<file path="src/rtl/accum_register.sv">
// accum_register: N-bit registered accumulator with load/add/sub/hold, carry in/out,
// sticky overflow, optional saturation and a wrapping operation counter.
module accum_register #(
    parameter int nrOfBits   = 8,
    parameter bit saturate   = 1'b0,
    parameter bit signedMode = 1'b0,
    parameter int countBits  = 4
) (
    input  logic                 clock,
    input  logic                 reset,
    input  logic                 clockEnable,
    input  logic                 tick,
    input  logic [1:0]           op,
    input  logic                 invertIn,
    input  logic                 carryIn,
    input  logic                 clearSticky,
    input  logic [nrOfBits-1:0]  dataIn,
    output logic [nrOfBits-1:0]  result,
    output logic                 carryOut,
    output logic                 overflow,
    output logic [countBits-1:0] opCount
);
    localparam int fullBits = nrOfBits + 1;
    logic en, isArith, isSub, rawCarry, signedOvf, detect;
    logic [nrOfBits-1:0] operandB, clampValue, nextResult;
    logic [nrOfBits:0] full;
    always_comb begin
        en = clockEnable & tick;
        isArith = op[1];
        isSub = op[0];
        operandB = invertIn ? ~dataIn : dataIn;
        full = isSub ? {1'b0, result} - {1'b0, operandB} - fullBits'(carryIn)
                     : {1'b0, result} + {1'b0, operandB} + fullBits'(carryIn);
        rawCarry = full[nrOfBits];
        // add overflows on equal operand signs, sub on differing ones; either way the sign flipped
        signedOvf = ((result[nrOfBits-1] ^ operandB[nrOfBits-1]) == isSub) &&
                    (full[nrOfBits-1] != result[nrOfBits-1]);
        detect = isArith & (signedMode ? signedOvf : rawCarry);
        // signed overflow always runs away in the direction of the accumulator's sign
        clampValue = signedMode ? {result[nrOfBits-1], {(nrOfBits-1){~result[nrOfBits-1]}}}
                                : {nrOfBits{~isSub}};
        nextResult = (op == 2'b01) ? operandB : (saturate && detect) ? clampValue : full[nrOfBits-1:0];
    end
    always_ff @(posedge clock or posedge reset) begin
        if (reset) begin
            result <= '0;
            carryOut <= 1'b0;
            overflow <= 1'b0;
            opCount <= '0;
        end else if (en) begin
            overflow <= (overflow & ~clearSticky) | detect;
            if (op != 2'b00) begin
                result <= nextResult;
                carryOut <= isArith & rawCarry;
                opCount <= opCount + countBits'(1);
            end
        end
    end
endmodule

</file>
<file path="config.mk">
export PLATFORM = sky130hd
export DESIGN_NAME = accum_register
export DESIGN_NICKNAME = d
export VERILOG_FILES = /design/src/rtl/accum_register.sv
export SDC_FILE = /design/constraint.sdc
export NUM_CORES = 1
export LEC_CHECK = 0
export CAP_MARGIN = 20
export CORE_MARGIN = 3
export CORE_UTILIZATION = 57
export DETAILED_ROUTE_END_ITERATION = 7
export HOLD_SLACK_MARGIN = 0.06
export PLACE_DENSITY = 0.86
export REMOVE_ABC_BUFFERS = 1
export SETUP_SLACK_MARGIN = 0.3
export SYNTH_ARGS = -nofsm -noshare
export SYNTH_HDL_FRONTEND = slang
export SYNTH_SLANG_ARGS = --single-unit
</file>
<file path="constraint.sdc">
create_clock -name clock -period 4.25 [get_ports clock]
set_input_delay 0.85 -clock clock [delete_from_list [all_inputs] [get_ports clock]]
set_output_delay 0.85 -clock clock [all_outputs]
set_load 0.1 [all_outputs]
</file>
# Yosys cells after proc, flatten, opt, wreduce, memory -nomap -nowiden
# Cells that the tools add are included.
word_totals:
  reg_bits: 14
  inputBits: 17
  wordCells: 21
op_classes:
  addsub: 5
  eq_ne: 1
  muxes: 3
  bitwise_logic: 6
  n_reduce_logical: 2
ops:
  columns: ["op", "n"]
  rows:
  - ["$mux 8", 2]
  - ["$add 8x8->9", 1]
  - ["$add 9x1->9", 1]
  - ["$mux 9", 1]
  - ["$sub 8x8->9", 1]
  - ["$sub 9x1->9", 1]
  - ["$not 8->8", 1]
  - ["$add 4x1->4 const B", 1]
  - ["$and 1x1->1", 3]
  - ["$eq 2x1->1 const B", 1]
  - ["$reduce_and 2->1", 1]
  - ["$reduce_bool 2->1", 1]
  - ["$not 1->1", 1]
  - ["$or 1x1->1", 1]

# Logic depth before layout (Yosys ltp)
# Gate-level depths: netlist of the first run.
depth:
  ltp_word: 7
  ltp_mapped: 12
  depth_no_buf: 11

# Worst setup path before layout of the first run
# Ideal clock, no wire load.
synth_path:
  path_kind: "in2reg"
  start: "input invertIn"
  end: "register result[7]"
  setup_time_ps: 141
  arrival_time_ps: 2929
  required_time_ps: 4109
  setup_slack_ps: 1180
  stages: 12
  path_buffers: 1
  path_cell_list: "buf_6 > xnor2_4 > xnor2_1 > ha_1 > or2_2 > ha_1 > o21ai_0 > a21oi_1 > o221a_1 > or3_1 > a21oi_1 > o32ai_1"
synth_between:
  elab_chain_cells: 5
synth_rtl:
  columns: ["item", "line_no", "rtl"]
  rows:
  - ["start, declared", "14", "input logic invertIn,"]
  - ["$mux 8 *", "31", "operandB = invertIn ? ~dataIn : dataIn;"]
  - ["$add 8x8->9 / $sub 8x8->9 (equally long branches)", "33, 32", null]
  - ["$add 9x1->9 / $sub 9x1->9 (equally long branches)", "33, 32", null]
  - ["$mux 9", "32", "full = isSub ? {1'b0, result} - {1'b0, operandB} - fullBits'(carryIn)"]
  - ["$mux 8 *", "42", "nextResult = (op == 2'b01) ? operandB : (saturate && detect) ? clampValue : full[nrOfBits-1:0];"]
  - ["end signal, assigned", "53", "result <= nextResult;"]
  - ["end, declared", "18", "output logic [nrOfBits-1:0] result,"]
# Mark *: on every way between the ends. The rest lies on a longest branch, timed or not.
# A chain may end at the register's enable or synchronous reset.

# Final worst setup path of the first run
layout_path:
  start: "input invertIn"
  end: "register carryOut"
layout_between:
  elab_chain_cells: 5
layout_rtl:
  columns: ["item", "line_no", "rtl"]
  rows:
  - ["$mux 8 *", "31", null]
  - ["$add 8x8->9 / $sub 8x8->9 (equally long branches)", "33, 32", null]
  - ["$add 9x1->9 / $sub 9x1->9 (equally long branches)", "33, 32", null]
  - ["$mux 9 *", "32", null]
  - ["$and 1x1->1 *", "54", "carryOut <= isArith & rawCarry;"]
  - ["end signal, assigned", "54", null]
  - ["end, declared", "19", "output logic carryOut,"]
# Marked as above.

==> flow_summary_export.csv, run 1 <==
group,metric,value,unit
grt,overflow,0,
critical_path,crit-reg2reg-launch,"result[0]",
clocking,clkLatencyLatePin,0.29,ns
critical_path,end_kind,"flip-flop",
grt,antenna_found_initial,0,
placed_design,dpl-instance-area,1950,sq um
floorplan,die_y,59.7,microns
synth,synthAdderAreaFrac,20.7,%
sta,setup_viol,0,
synth,yosysMostFrequentCell,"ha_1",
clocking,htree_num_levels,1,
critical_path,crit_end,"carryOut",
critical_path,reg2regPathDepth,10,
synth,syn_area_per_cell,8.61,sq um
synth,yosysSeqAreaShare,21.3,%
finish,fillers,191,
routing,drt_wl_total,4.04,mm
clocking,post_cts.repair.setup_buffers,0,
critical_path,crit_slowest_cell,"clkdlybuf4s50_1",
sta,final_hold_viol_count,0,
clocking,cts_resized,0,
synth,synth.area.mux_share,1.22,%
grt,grt_max_degree,17,
clocking,cts.sinks,14,
sta,slew_violations,0,
critical_path,critPathMaxFanout,9,
placed_design,dp_slack,0.540,ns
placed_design,io_buffers,30,
grt,grt_first_pass_wirelength,6.58,mm
finish,syn2layout_area_growth,20.2,%
floorplan,start_util,62.9,%
sta,worstMarginPinSlew,0.973,ns
routing,first_pass_iters,4,
sta,final.setup.tns,0,ns
critical_path,timing.rr.end,"carryOut",
placed_design,hpwl,3.28,mm
critical_path,start_kind,"input port",
floorplan,coreArea,2610,sq um
finish,nets,265,
critical_path,max_stage_delay,0.46,ns
finish,n_antenna_cell,0,
finish,drive_above_1_share,6.36,%
routing,vias,1496,
clocking,cts_root_buf,"clkbuf_4",
synth,synth-compound-area-share,19.3,%
clocking,tritoncts,"built",
critical_path,critPathTopFamily,"compound AO/OA/AOI/OAI gates",
clocking,holdBufCountCts,0,
synth,synth-xor-area-share,13.9,%
synth,yosys_warnings,0,
grt,grt_pass1_vias,1453,
critical_path,crit_cells,13,
routing,drc,0,
critical_path,cp.arrival,3.65,ns
routing,viasPerCell,5.98,
routing,drtIter0Drc,89,
synth,yosys.area.top_type,"dfrtp_1",
clocking,cts.clk_slew.worst_paths,0.09,ns
floorplan,ios,31,
sta,fin_worst_skew,0.000803,ns
synth,synthTopCellsByArea,"dfrtp_1 (21%), ha_1 (18%), xor2_1 (6.4%), xnor2_1 (5.9%), inv_1 (5.3%)",
critical_path,cp_num_buf_inv,3,
critical_path,crit_type,"input port to flip-flop",
sta,finalCriticalPeriod,3.48,ns
floorplan,design.die.area,3560,sq um
critical_path,crit_required,4.42,ns
clocking,numCtsBuffers,3,
status,status,"completed",
run,maxCapViolations,0,
grt,grt_util_all_layers,24.5,%
critical_path,critPathLaunch,"invertIn",
synth,ys_ff_latch,14,
placed_design,gp_congestion,0.907,
synth,synth_top_area_share,21.3,%
sta,finalCritPeriodShare,81.9,%
synth,netlist_area,1640,sq um
finish,final_util,75.6,%
critical_path,cp_cell_sequence,"clkdlybuf4s50_1 > buf_4 > xnor2_4 > xnor2_1 > ha_1 > or2_2 > inv_1 > fa_1 > a21oi_1 > o22ai_1 > o21ai_0 > xor2_1 > o211ai_1",
synth,syn_inst,191,
synth,synth_top_family_by_area,"adder cells",
synth,synth.distinct_cells,44,
synth,synthArstFlopShare,100,%
synth,synth-edff-count,0,
synth,synthFlopType,"dfrtp_1",
floorplan,rows,18,
synth,synth-simple-area-share,16.1,%
routing,ant_nets,0,
critical_path,r2r_slack,1.72,ns
clocking,clockBufferDepth,2,
sta,rsz0062_at_grt,"no",
worst_hold_path,hp-class,"flip-flop to flip-flop",
synth,synth_common_cells,"ha_1 (24), inv_1 (23), nand2_1 (19)",
sta,setup_ws,0.769,ns
floorplan,dieWidth,59.7,microns
routing,post_drt_wl_per_cell,16.2,microns
sta,max_freq,0.287,GHz
sta,slew_headroom,34.9,%
finish,fin_area,1980,sq um
==> state kept, by name, indices dropped and copies added, names as in the netlist <==
| name | cells |
|---|---|
| result | 8 |
| opCount | 4 |
| carryOut | 1 |
| overflow | 1 |
==> worst min path at each step <==
stage,startpoint,to,cells past startpoint
4_1_cts,opCount[3],opCount[3],1
2_1_floorplan,reset,carryOut,1
3_5_place_dp,opCount[3],opCount[3],1
6_report,opCount[3],opCount[3],1
5_1_grt,opCount[3],opCount[3],1
3_3_place_gp,opCount[3],opCount[3],1
==> area by class of cell <==
type	count	area, sq um	share of cell area, %
multi-input combinational	149	1170	59.3
tap	30	37.5	1.90
inverter	23	86.3	4.37
clock buffer	3	22.5	1.14
sequential	14	350	17.7
timing repair buffer	31	308	15.6
==> stage by stage <==
step / hold WS (ns) / cells
after floorplan: 0.739 / 186
after global placement: 0.464 / 247
after detailed placement: 0.470 / 247
after CTS: 0.491 / 250
after global routing: 0.520 / 250
final: 0.485 / 250
==> cells by family after synthesis <==
logic type / after synthesis
adder cells (fa/ha/maj): 26
XOR/XNOR: 24
multiplexers: 2
buffers and inverters: 28
flip-flops: 14
AO/OA/AOI/OAI: 43
AND/OR/NAND/NOR: 54
==> routing by layer <==
layer / track usage, % / up-vias / part of all wire (%)
met5: 0 / - / 0
met4: 4.43 / 0 / 1.2
met3: 4.10 / 6 / 6.9
met2: 39.0 / 67 / 47
met1: 35.0 / 702 / 45
li1: - / 721 / -
==> cells in the final DEF (no fill, tap or decap), types with 2 or more instances in the layout <==
| master | n |
|---|---|
| a21oi_1 | 9 |
| clkbuf_4 | 3 |
| clkdlybuf4s50_1 | 30 |
| dfrtp_1 | 14 |
| fa_1 | 2 |
| ha_1 | 24 |
| inv_1 | 23 |
| mux2i_1 | 2 |
| nand2_1 | 19 |
| nand3_1 | 4 |
| nand3b_1 | 2 |
| nor2_1 | 11 |
| nor2b_1 | 2 |
| nor3_1 | 2 |
| o211ai_1 | 4 |
| o21ai_0 | 12 |
| o221ai_2 | 2 |
| o22ai_1 | 2 |
| o32ai_1 | 3 |
| or2_2 | 2 |
| or3_1 | 4 |
| xnor2_1 | 11 |
| xor2_1 | 12 |
Power of run 1 is left out: the tool's default activity adds up to more than one toggle a clock period on the data nets, which glitch-free logic cannot reach.
==> run 2, diff against run 1 <==
- CORE_UTILIZATION: 57 -> 53
- PLACE_DENSITY: 0.86 -> 0.81
- clock period: 4.25 -> 3.65 ns (I/O delays scaled with it)
==> flow_summary_export.csv, run 2 (synthesis results as in run 1) <==
group,metric,value,unit
finish,syn2layout_area_growth,25.3,%
critical_path,crit_slowest_cell,"clkdlybuf4s50_1",
critical_path,start_kind,"input port",
routing,drc,0,
routing,drt_wl_total,4.21,mm
floorplan,die_y,61.7,microns
grt,overflow,0,
routing,post_drt_wl_per_cell,16.4,microns
worst_hold_path,whs_path_depth,1,
clocking,cts.sinks,14,
placed_design,gp_congestion,0.876,
run,maxCapViolations,0,
sta,slew_violations,0,
finish,drive_above_1_share,10.6,%
grt,grt_pass1_vias,1523,
sta,setup_viol,0,
clocking,cts_root_buf,"clkbuf_4",
routing,vias,1495,
finish,nets,270,
clocking,tritoncts,"built",
sta,max_freq,0.306,GHz
routing,ant_nets,0,
critical_path,cp_cell_sequence,"clkdlybuf4s50_1 > buf_12 > xor2_2 > ha_1 > inv_1 > ha_1 > or3_1 > o221a_1 > or3_1 > a21oi_1 > o32ai_1",
floorplan,ios,31,
placed_design,hpwl,3.38,mm
finish,largest_reg_flops,8,
grt,grt_max_degree,16,
sta,worstMarginPinSlew,0.987,ns
sta,finalCriticalPeriod,3.27,ns
sta,slew_headroom,34.0,%
routing,drtIter0Drc,90,
clocking,cts.clk_slew.worst_paths,0.09,ns
critical_path,cp.arrival,3.42,ns
placed_design,dp_cells,252,
sta,fin_worst_skew,0.00371,ns
floorplan,start_util,57.6,%
sta,final_hold_viol_count,0,
floorplan,design.die.area,3810,sq um
sta,rsz0062_at_grt,"yes",
clocking,htree_num_levels,1,
finish,final_common_cell,"clkdlybuf4s50_1",
critical_path,max_stage_delay,0.44,ns
placed_design,io_buffers,30,
routing,viasPerCell,5.82,
grt,grt_first_pass_wirelength,6.80,mm
routing,first_pass_iters,4,
worst_hold_path,hp-class,"flip-flop to flip-flop",
finish,final_cell_mix,"clkdlybuf4s50_1 (30), ha_1 (24), inv_1 (23)",
finish,regMostFlops,"result",
floorplan,dieWidth,61.7,microns
grt,antenna_found_initial,0,
sta,finalCritPeriodShare,89.5,%
clocking,holdBufCountCts,0,
clocking,clkLatencyLatePin,0.28,ns
floorplan,coreArea,2850,sq um
grt,grt_util_all_layers,24.2,%
critical_path,critPathMaxFanout,9,
status,status,"completed",
finish,largestRegisters,"result (8), opCount (4)",
clocking,numCtsBuffers,3,
critical_path,crit_type,"input port to flip-flop",
sta,final.setup.tns,0,ns
floorplan,rows,19,
critical_path,end_kind,"flip-flop",
finish,fin_cells,257,
critical_path,reg2regPathDepth,9,
finish,fillers,233,
critical_path,crit_required,3.80,ns
finish,n_antenna_cell,0,
clocking,clockBufferDepth,2,
[run 2: layout make-up]
class,count,area (sq um),share of cell area [%]
flip-flops and latches,14,350,17.0
inverters,23,86.3,4.19
repair buffers,36,358,17.4
multi-input cells,149,1190,57.8
well taps,31,38.8,1.88
clock buffers,4,36.3,1.76
[run 2: worst paths after layout]
path,startpoint,to,slack [ns]
min,opCount[3],opCount[3],0.48
max,invertIn,result[7],0.38
min reg2reg,opCount[3],opCount[3],0.48
max in group asynchronous,reset,result[1],2.51
max reg2reg,result[4],result[7],1.16
min in group asynchronous,reset,result[7],0.78
[run 2: critical path: cells and delay by family]
kind	cells	cell delay, ns
AND/OR/NAND/NOR	2	0.72
XOR/XNOR	1	0.19
adder cells (fa/ha/maj)	2	0.58
AO/OA/AOI/OAI	3	0.49
buffers and inverters	3	0.70
[run 2: through the flow]
stage / setup WS (ns) / hold WS (ns) / instance area (sq um) / utilization (%)
6_report: 0.383 / 0.478 / 2060 / 72.2
5_1_grt: 0.264 / 0.516 / 2060 / 72.2
4_1_cts: 0.359 / 0.483 / 2030 / 71.3
3_5_place_dp: 0.0551 / 0.466 / 2000 / 70.0
3_3_place_gp: 0.114 / 0.465 / 2000 / 70.0
2_1_floorplan: 0.720 / 0.619 / 1610 / -
[run 2: what timing repair did]
item	in CTS	in global routing
gates resized for setup	0	6
buffers inserted	0	1
endpoints found under the setup margin	0	4
endpoints found under the hold margin	0	0
[run 2: metal layers]
metal	global-route usage, %	up-vias	part of all wire, %	wire length (microns)
met5	0	-	0	0
met4	10.6	0	1.6	68
met3	2.48	6	4.9	206
met2	40.4	51	50	2100
met1	31.7	711	44	1840
li1	-	727	-	-
Power of run 2 is left out for the same reason.
==> run 3, diff against run 2 <==
- CTS_CLUSTER_SIZE: default -> 10
- SLEW_MARGIN: default -> 20
==> results of run 3 <==
No change in the layout: final DEF, timing and power equal those of run 2.
Power of run 3 is left out for the same reason.
